[config.mk]
export PLATFORM = sky130hd
export DESIGN_NAME = xdisp_driver_flat
export DESIGN_NICKNAME = d
export VERILOG_FILES = /design/src/rtl/xdisp_driver_pkg.sv /design/src/rtl/xdisp_driver_if.sv /design/src/rtl/xdisp_driver_seg.sv /design/src/rtl/xdisp_driver.sv /design/src/flat_wrapper.sv
export SDC_FILE = /design/constraint.sdc
export NUM_CORES = 1
export LEC_CHECK = 0
export ABC_CLOCK_PERIOD_IN_PS = 2300
export CORE_ASPECT_RATIO = 0.9
export CORE_MARGIN = 8
export CORE_UTILIZATION = 47
export DETAILED_ROUTE_END_ITERATION = 8
export PLACE_DENSITY = 0.76
export SYNTH_ARGS = -nofsm -noshare
export SYNTH_HDL_FRONTEND = slang
export SYNTH_HIERARCHICAL = 1
export SYNTH_SLANG_ARGS = --single-unit
[constraint.sdc]
create_clock -name clk -period 2.3 [get_ports clk]
set_input_delay 0.345 -clock clk [delete_from_list [all_inputs] [get_ports clk]]
set_output_delay 0.345 -clock clk [all_outputs]
set_load 0.1 [all_outputs]
[src/rtl/xdisp_driver_pkg.sv]
// Shared types, symbol codes and field encodings for the 4-digit display driver.
// Also holds the double-dabble (shift-add-3) step used for binary-to-BCD conversion.
package xdisp_driver_pkg;

  typedef enum logic [1:0] {
    ST_IDLE,
    ST_SHIFT,
    ST_COMMIT
  } state_t;

  // Symbol codes understood by the segment encoder; 0..9 are the decimal digits.
  localparam logic [4:0] SYM_DASH  = 5'd10;
  localparam logic [4:0] SYM_O     = 5'd11;
  localparam logic [4:0] SYM_P     = 5'd12;
  localparam logic [4:0] SYM_U     = 5'd13;
  localparam logic [4:0] SYM_A     = 5'd14;
  localparam logic [4:0] SYM_L     = 5'd15;
  localparam logic [4:0] SYM_E     = 5'd16;
  localparam logic [4:0] SYM_R     = 5'd17;
  localparam logic [4:0] SYM_BLANK = 5'd18;

  localparam logic [1:0] MSG_NUM = 2'b00;
  localparam logic [1:0] MSG_OP  = 2'b01;
  localparam logic [1:0] MSG_VAL = 2'b10;
  localparam logic [1:0] MSG_ERR = 2'b11;

  localparam logic [1:0] DOT_D1 = 2'b01;
  localparam logic [1:0] DOT_D2 = 2'b10;

  typedef struct packed {
    logic [4:0] sym;
    logic       dp;
  } digit_t;

  localparam digit_t DIGIT_BLANK = '{sym: SYM_BLANK, dp: 1'b0};

  // One iteration on {bcd[11:0], bin[7:0]}: correct each BCD nibble, then shift left.
  function automatic logic [19:0] dabble_step(input logic [19:0] x);
    logic [19:0] y;
    y = x;
    for (int i = 0; i < 3; i++) begin
      if (y[8+4*i +: 4] >= 4'd5) y[8+4*i +: 4] = y[8+4*i +: 4] + 4'd3;
    end
    return {y[18:0], 1'b0};
  endfunction

endpackage

[src/rtl/xdisp_driver_if.sv]
// Register-bus port group of the display driver: select, write strobe, data in and status out.
interface xdisp_driver_if #(
  parameter int DATA_W = 32
);
  logic              sel;
  logic              we;
  logic [DATA_W-1:0] data_in;
  logic [DATA_W-1:0] data_out;

  modport master (output sel, we, data_in, input data_out);
  modport slave  (input sel, we, data_in, output data_out);
endinterface

[src/rtl/xdisp_driver_seg.sv]
// Segment encoder: symbol code plus decimal point to active-low segments {dp, g..a}.
module xdisp_driver_seg
  import xdisp_driver_pkg::*;
(
  input  logic [4:0] sym,
  input  logic       dp,
  output logic [7:0] seg
);

  logic [6:0] body;

  always_comb begin
    body = 7'h7F;
    unique case (sym)
      5'd0:      body = 7'h40;
      5'd1:      body = 7'h79;
      5'd2:      body = 7'h24;
      5'd3:      body = 7'h30;
      5'd4:      body = 7'h19;
      5'd5:      body = 7'h12;
      5'd6:      body = 7'h02;
      5'd7:      body = 7'h78;
      5'd8:      body = 7'h00;
      5'd9:      body = 7'h10;
      SYM_DASH:  body = 7'h3F;
      SYM_O:     body = 7'h40;
      SYM_P:     body = 7'h0C;
      SYM_U:     body = 7'h41;
      SYM_A:     body = 7'h08;
      SYM_L:     body = 7'h47;
      SYM_E:     body = 7'h06;
      SYM_R:     body = 7'h2F;
      default:   body = 7'h7F;
    endcase
  end

  assign seg = {~dp, body};

endmodule

[src/rtl/xdisp_driver.sv]
// 4-digit multiplexed 7-segment driver: written value is BCD-converted, committed
// atomically, then scanned out one digit per REFRESH_DIV cycles.
module xdisp_driver
  import xdisp_driver_pkg::*;
#(
  parameter int REFRESH_DIV = 65536,
  parameter int DATA_W      = 32
) (
  input  logic            clk,
  input  logic            rst,
  xdisp_driver_if.slave   bus,
  output logic [7:0]      disp_value,
  output logic [3:0]      disp_select
);

  localparam int             CW        = (REFRESH_DIV > 2) ? $clog2(REFRESH_DIV) : 1;
  localparam logic [CW-1:0]  SCAN_LAST = CW'(REFRESH_DIV - 1);

  state_t      state, state_nxt;
  logic        wr;
  logic [2:0]  shift_cnt;
  logic [19:0] dd;
  logic        sign_q;
  logic [1:0]  msg_q, dot_q;
  logic        done;
  digit_t      digits   [4];
  digit_t      digits_nxt [4];
  logic [CW-1:0] scan_cnt;
  logic [1:0]  idx;
  logic [7:0]  seg_out;
  logic        unused_data;

  assign wr          = bus.sel & bus.we;
  assign unused_data = ^bus.data_in[DATA_W-1:13];
  assign bus.data_out = DATA_W'({done, state != ST_IDLE});

  always_ff @(posedge clk) begin
    if (rst) state <= ST_IDLE;
    else     state <= state_nxt;
  end

  // A write in any state (re)starts the conversion, which is what makes aborts cheap.
  always_comb begin
    state_nxt = state;
    if (wr) begin
      state_nxt = ST_SHIFT;
    end else begin
      unique case (state)
        ST_IDLE:   state_nxt = ST_IDLE;
        ST_SHIFT:  if (shift_cnt == 3'd0) state_nxt = ST_COMMIT;
        ST_COMMIT: state_nxt = ST_IDLE;
        default:   state_nxt = ST_IDLE;
      endcase
    end
  end

  always_comb begin
    for (int i = 0; i < 4; i++) digits_nxt[i] = DIGIT_BLANK;
    unique case (msg_q)
      MSG_NUM: begin
        digits_nxt[0].sym = {1'b0, dd[11:8]};
        if (dd[19:16] != 4'd0) digits_nxt[2].sym = {1'b0, dd[19:16]};
        if (dd[19:12] != 8'd0) digits_nxt[1].sym = {1'b0, dd[15:12]};
        if (sign_q) digits_nxt[3].sym = SYM_DASH;
      end
      MSG_OP: begin
        digits_nxt[1].sym = SYM_O;
        digits_nxt[0].sym = SYM_P;
      end
      MSG_VAL: begin
        digits_nxt[2].sym = SYM_U;
        digits_nxt[1].sym = SYM_A;
        digits_nxt[0].sym = SYM_L;
      end
      default: begin
        digits_nxt[2].sym = SYM_E;
        digits_nxt[1].sym = SYM_R;
        digits_nxt[0].sym = SYM_R;
      end
    endcase
    digits_nxt[1].dp = (dot_q == DOT_D1);
    digits_nxt[2].dp = (dot_q == DOT_D2);
  end

  always_ff @(posedge clk) begin
    if (rst) begin
      dd        <= '0;
      shift_cnt <= '0;
      sign_q    <= 1'b0;
      msg_q     <= MSG_NUM;
      dot_q     <= 2'b00;
      done      <= 1'b0;
      for (int i = 0; i < 4; i++) digits[i] <= DIGIT_BLANK;
    end else if (wr) begin
      dd        <= {12'd0, bus.data_in[7:0]};
      shift_cnt <= 3'd7;
      sign_q    <= bus.data_in[8];
      msg_q     <= bus.data_in[10:9];
      dot_q     <= bus.data_in[12:11];
      done      <= 1'b0;
    end else begin
      unique case (state)
        ST_SHIFT: begin
          dd        <= dabble_step(dd);
          shift_cnt <= shift_cnt - 3'd1;
        end
        ST_COMMIT: begin
          for (int i = 0; i < 4; i++) digits[i] <= digits_nxt[i];
          done <= 1'b1;
        end
        default: ;
      endcase
    end
  end

  xdisp_driver_seg u_seg (
    .sym (digits[idx].sym),
    .dp  (digits[idx].dp),
    .seg (seg_out)
  );

  // Outputs lag idx by one cycle uniformly, so every digit still gets exactly REFRESH_DIV cycles.
  always_ff @(posedge clk) begin
    if (rst) begin
      scan_cnt    <= '0;
      idx         <= 2'd0;
      disp_select <= 4'b1110;
      disp_value  <= 8'hFF;
    end else begin
      disp_select <= ~(4'b0001 << idx);
      disp_value  <= seg_out;
      if (scan_cnt == SCAN_LAST) begin
        scan_cnt <= '0;
        idx      <= idx + 2'd1;
      end else begin
        scan_cnt <= scan_cnt + CW'(1);
      end
    end
  end

endmodule
[src/flat_wrapper.sv]
// flat-port wrapper written by rule: the top's interface ports become plain ports
module xdisp_driver_flat import xdisp_driver_pkg::*;
#(
  parameter int REFRESH_DIV = 65536,
  parameter int DATA_W      = 32
)
  (clk, rst, disp_value, disp_select, bus_sel, bus_we, bus_data_in, bus_data_out);
  xdisp_driver_if #(.DATA_W(DATA_W)) bus_i ();
  input  logic clk;
  input  logic rst;
  output logic [7:0] disp_value;
  output logic [3:0] disp_select;
  input wire logic [$bits(bus_i.sel)-1:0] bus_sel;
  input wire logic [$bits(bus_i.we)-1:0] bus_we;
  input wire logic [$bits(bus_i.data_in)-1:0] bus_data_in;
  output wire logic [$bits(bus_i.data_out)-1:0] bus_data_out;
  assign bus_i.sel = bus_sel;
  assign bus_i.we = bus_we;
  assign bus_i.data_in = bus_data_in;
  assign bus_data_out = bus_i.data_out;
  xdisp_driver #(.REFRESH_DIV(REFRESH_DIV), .DATA_W(DATA_W)) u_core (.clk(clk), .rst(rst), .bus(bus_i), .disp_value(disp_value), .disp_select(disp_select));
endmodule
==> reports/metrics.yaml, run 1 <==
yosysSeqAreaShare: 0.4369
drv_slew: 0
worstSetupEndpointType: "register"
startpoint_type: "register"
synth_cells: 463
criticalPathCategory: "register to register"
nets: 559
htreeDepth: 3
r2r_start: "u_core/digits[0][2]"
first_pass_iters: 4
max_freq_mhz: 465.5
crit_path_max_fanout: 4
grt_pass1_vias: 2980
ir_worst_vdd_uv: 319.2
synth_top_area_frac: 0.3008
synth_cell_types: 48
num-fill-cells: 784
root_buffer: "clkbuf_8"
yosysWarnings: 6
status: "finished, final reports clean"
cts_tree: "yes"
clockBufferDepth: 2
wl_um: 7840
whs_path_depth: 2
synth_area_per_cell_um2: 9.056
min_from: "u_core/done"
start_util: 0.4871
cts_buffers: 9
synthTopCellsByArea: "dfxtp_1 (30%), edfxtp_1 (14%), ha_1 (6.6%)"
synth_flop_cell: "dfxtp_1"
first_iter_violations: 126
setup_violations: 0
reg2reg_setup_slack_ns: 0.15
finalCriticalPeriod_ns: 2.148
grt_pass1_wl_um: 13120
ys_ff_latch: 82
detail-route-antenna-nets: 0
vias: 3138
tightestPinTransition_ns: 0.7939
dpl.cell_count: 609
synth_top_area_cell: "dfxtp_1"
grt_overflow: 0
finalPower_mw: 2.871
finalHoldViolCount: 0
rsz0062_at_grt: "no"
finish.utilization: 0.5468
areaGrowthSynthToFinish_pct: 12.26
critPathArrivalTime_ns: 2.38
die_h_um: 105.6
syn_area_um2: 4193
portBuffers: 30
holdPathEnd: "u_core/done"
clk_pin_slew_worst_paths_ns: 0.08
post_drt_via_cell_ratio: 5.021
fin_crit_sh: 0.9340
async_reset_ff_frac: 0
skew_ns: 0.009629
placed_cell_area_um2: 4543
leakage_nw: 1.735
fin_setup_tns_ns: 0
worstRegToRegCells: 8
worstPathRequired_ns: 2.53
dpl_worst_slack_ns: 0.07997
place_congestion: 0.8632
n_antenna_cell: 0
clock_sinks: 82
synth-edff-count: 19
r2r-end: "u_core/disp_value[1]"
io_pins: 80
setup_ws_ns: 0.1518
hpwl_um: 5912
drive_gt1_frac: 0.1423
drv_cap: 0
maxSlewHeadroom: 0.4707
die-area_um2: 12200
min_path_type: "register to register"
num_rows: 32
antenna_found_initial: 0
post_drt_wl_per_cell_um: 12.54
finalNonFillerCells: 625
power-per-cell-area_nw_per_um2: 610.0
whs_ns: 0.4600
core_um2: 8608
clock_latency_ns: 0.34
final_area_um2: 4707
grt_usage: 0.1311
drc: 0
dieWidth_um: 115.6
grt_max_degree: 24
-- report_power, final --
part / switching (mW) / internal (mW) / total (mW)
clock: 0.499 / 0.390 / 0.890
sequential: 0.0218 / 1.51 / 1.53
combinational: 0.354 / 0.0986 / 0.453
-- flip-flops by register name, indices dropped and copies added, names as in the netlist, 3 cells and up, named ones only --
| name | flops |
|---|---|
| u_core/digits | 19 |
| u_core/shift_cnt | 3 |
| u_core/disp_value | 8 |
| u_core/dd | 20 |
| u_core/disp_select | 4 |
| u_core/scan_cnt | 16 |
-- critical path: stages, from the launching register on --
cell and delay [ns]:
edfxtp_1 0.36, nor2b_1 0.13, a211oi_1 0.26, a21oi_2 0.06, inv_1 0.12, ha_1 0.28, mux2_2 0.27, a221o_1 0.28
or2_2 0.27
-- how the worst max path moves through the flow --
| stage | startpoint | to | slack, ns |
|---|---|---|---|
| after global placement | register | u_core/disp_value[1] | 0.09 |
| after detailed placement | register | u_core/disp_value[1] | 0.08 |
| after global routing | u_core/dd[16] | u_core/digits[1][2] | 0.02 |
| after floorplan | register | u_core/disp_value[1] | 0.004 |
| after CTS | register | u_core/disp_value[1] | 0.05 |
| final | u_core/digits[0][2] | u_core/disp_value[1] | 0.15 |
-- logic make-up (layout without fill, tap and decap cells) --
group	after synthesis	count (layout)	share of synthesized area
AND/OR/NAND/NOR	179	179	0.2128
XOR/XNOR	19	19	0.03969
adder cells (fa/ha/maj)	22	22	0.06565
AO/OA/AOI/OAI	74	74	0.1062
buffers and inverters	71	85	0.09400
multiplexers	15	15	0.04387
other	1	30	0.0008944
flip-flops	82	82	0.4369
-- layout make-up --
type	count	area, µm²	area share
well taps	119	148.9	0.03163
flip-flops and latches	82	1834	0.3897
repair buffers	48	400.4	0.08506
clock buffers	11	131.4	0.02791
multi-input cells	339	2083	0.4426
inverters	21	78.83	0.01675
clock inverters	5	30.03	0.006380
-- synth_stat cells (all sizes together) (3+ instances only) --
master / n
nor2b: 8
nand3: 23
clkbuf: 14
nand2b: 14
a31oi: 3
mux2i: 6
inv: 21
nor2: 42
xor2: 6
nor3: 7
or2: 10
nor3b: 4
xnor2: 13
nand2: 50
mux2: 7
a21oi: 32
or3: 6
a311oi: 7
nand4: 3
edfxtp: 19
ha: 22
buf: 36
dfxtp: 63
o21ai: 19
-- what timing repair did --
action,in CTS,in global routing
gates resized for setup,0,3
hold buffers,0,0
setup buffers,0,0
setup endpoints to repair,0,5
-- routing by layer --
metal,vias to the layer above,wire length (µm),global-route usage,share of wire
met4,0,130,0.04967,0.017
li1,1583,-,-,-
met1,1470,3285,0.1399,0.42
met3,12,456,0.04450,0.058
met2,73,3968,0.2328,0.51
met5,-,0,0,0
-- placed cells by master (no fill, tap or decap), drive strengths merged, types with 2 or more instances in the layout --
cell,instances
mux2i,6
buf,32
conb,30
clkinv,4
nor2b,8
or2,10
nand3,23
ha,22
nor3,7
dfxtp,63
nand4,3
xnor2,13
o21ai,19
a31oi,3
a21oi,32
nor2,42
nand2,50
and3,2
clkbuf,11
nand2b,14
nor4,2
a2bb2oi,2
a211oi,2
nor3b,4
inv,22
and2,2
edfxtp,19
mux4,2
or3,6
a311oi,7
or4,2
xor2,6
mux2,7
clkdlybuf4s50,16
No activity file was read; power rests on OpenSTA's default activity.
==> inputs of run 2 (changes only) <==
--- a/config.mk
+++ b/config.mk
@@ -7,7 +7,7 @@
 export LEC_CHECK = 0
 export ABC_CLOCK_PERIOD_IN_PS = 2300
 export CORE_ASPECT_RATIO = 0.9
-export CORE_MARGIN = 8
+export CORE_MARGIN = 5
 export CORE_UTILIZATION = 47
 export DETAILED_ROUTE_END_ITERATION = 8
 export PLACE_DENSITY = 0.76
==> run 2 against run 1 <==
Effect of this change:
- global-route usage rose by 1.7 points
- die area fell by 11%
- first-iteration DRC count rose by 32%
- critical path depth fell by 2
- critical path type unchanged
==> reports/metrics.yaml, run 2 (same netlist as run 1, synthesis figures left out) <==
worstPathRequired_ns: 2.54  # about the same
power-per-cell-area_nw_per_um2: 636.9  # +4.4%
first_iter_violations: 166  # +32%
drv_slew: 0  # unchanged
fin_crit_sh: 0.9596  # +0.02562
final_area_um2: 4753  # +0.98%
hpwl_um: 5822  # -1.5%
root_buffer: "clkbuf_8"
startpoint_type: "register"
critPathArrivalTime_ns: 2.45  # +0.07 ns
finalPower_mw: 3.027  # +5.4%
top_register: "u_core/dd"
clockBufferDepth: 2  # unchanged
post_drt_wl_per_cell_um: 12.50  # -0.34%
setup_violations: 0  # unchanged
post_drt_via_cell_ratio: 5.099  # +1.6%
whs_ns: 0.4608  # +0.0007660 ns
drv_cap: 0  # unchanged
grt_overflow: 0  # unchanged
io_pins: 80  # unchanged
antenna_found_initial: 0  # unchanged
skew_ns: 0.008274  # -0.001355 ns
grt_pass1_vias: 3057  # +2.6%
areaGrowthSynthToFinish_pct: 13.37
status: "finished, final reports clean"
num_rows: 32  # unchanged
dieWidth_um: 109.6  # -5.2%
placed_cell_area_um2: 4536  # -0.17%
die-area_um2: 10910  # -11%
cts_buffers: 9  # unchanged
final_common_cell: "dfxtp_1"
layout_common_cells: "dfxtp_1 (62), nand2_1 (50), nor2_1 (42)"
grt_max_degree: 24  # unchanged
tightestPinTransition_ns: 0.8316  # +0.03769 ns
reg_top3: "u_core/dd: 20 flops, u_core/digits: 19 flops, u_core/scan_cnt: 16 flops"
cts_tree: "yes"
htreeDepth: 3  # unchanged
detail-route-antenna-nets: 0  # unchanged
post-cts-setup-buffers: 0  # unchanged
n_antenna_cell: 0  # unchanged
vias: 3182  # +1.4%
clk_pin_slew_worst_paths_ns: 0.09  # about the same
finish.utilization: 0.5496  # +0.002822
drive_gt1_frac: 0.1505  # +0.008203
drc: 0  # unchanged
core_um2: 8648  # +0.47%
die_h_um: 99.60  # -5.7%
ir_worst_vdd_uv: 273.6  # -14%
criticalPathCategory: "register to register"
largest_reg_flops: 20  # unchanged
nets: 558  # -0.18%
clock_latency_ns: 0.34  # about the same
wl_um: 7801  # -0.50%
start_util: 0.4848  # -0.002255
grt_usage: 0.1483  # +0.01713
maxSlewHeadroom: 0.4456  # -0.02513
postCtsHoldBufs: 0  # unchanged
max_freq_mhz: 453.1  # -2.7%
place_congestion: 0.8847  # +2.5%
min_path_type: "register to register"
portBuffers: 30  # unchanged
leakage_nw: 1.754  # +1.1%
clock_sinks: 82  # unchanged
finalHoldViolCount: 0  # unchanged
first_pass_iters: 4  # unchanged
grt_pass1_wl_um: 13170  # +0.43%
worstSetupEndpointType: "register"
finalCriticalPeriod_ns: 2.207  # +0.05892 ns
crit_path_max_fanout: 14  # +10
-- run 2: worst paths after layout --
path                from              endpoint  slack, ns  depth (start not counted)
min          u_core/done           u_core/done       0.46                          2
min reg2reg  u_core/done           u_core/done       0.46                          2
max reg2reg     register  u_core/disp_value[6]       0.09                          6
max             register  u_core/disp_value[6]       0.09                          6
-- run 2: what timing repair did --
item / 4_1_cts / 5_1_grt
endpoints found under the setup margin: 0 / 8
resized for setup: 0 / 5
hold endpoints to repair: 0 / 0
-- run 2: layout make-up --
type                       count  area (µm²)
timing repair buffer          47       392.9
clock buffer                   9       123.9
fill                         782        3895
sequential                    82        1833
multi-input combinational    339        2100
tap                          119       148.9
inverter                      21       78.83
clock inverter                 7       76.32
-- run 2: power by group --
group          total (mW)  internal (mW)  switching, mW
sequential           1.53           1.51         0.0221
combinational       0.452         0.0988          0.353
clock                1.05          0.512          0.534
total                3.03           2.12          0.910
-- run 2: metrics by stage --
step | setup TNS [ns] | cells | setup slack [ns]
2_1_floorplan | 0 | 492 | 0.003677
3_3_place_gp | 0 | 608 | 0.1043
3_5_place_dp | 0 | 608 | 0.05735
4_1_cts | 0 | 624 | 0.03190
5_1_grt | -0.01040 | 624 | -0.01040
6_report | 0 | 624 | 0.09283
-- run 2: worst max-delay path: stages (launching register included) --
cell     delay (ns)
dfxtp_1        0.35
buf_4          0.16
mux4_2         0.68
xnor2_2        0.18
or3_1          0.32
o211a_1        0.14
or2_2          0.27
-- run 2: routing by layer --
| layer | GRT usage | vias to the layer above | routed length, µm |
|---|---|---|---|
| met4 | 0.04794 | 0 | 76 |
| li1 | - | 1583 | - |
| met1 | 0.1684 | 1501 | 3290 |
| met2 | 0.2628 | 87 | 3975 |
| met3 | 0.04607 | 11 | 458 |
| met5 | 0 | - | 0 |
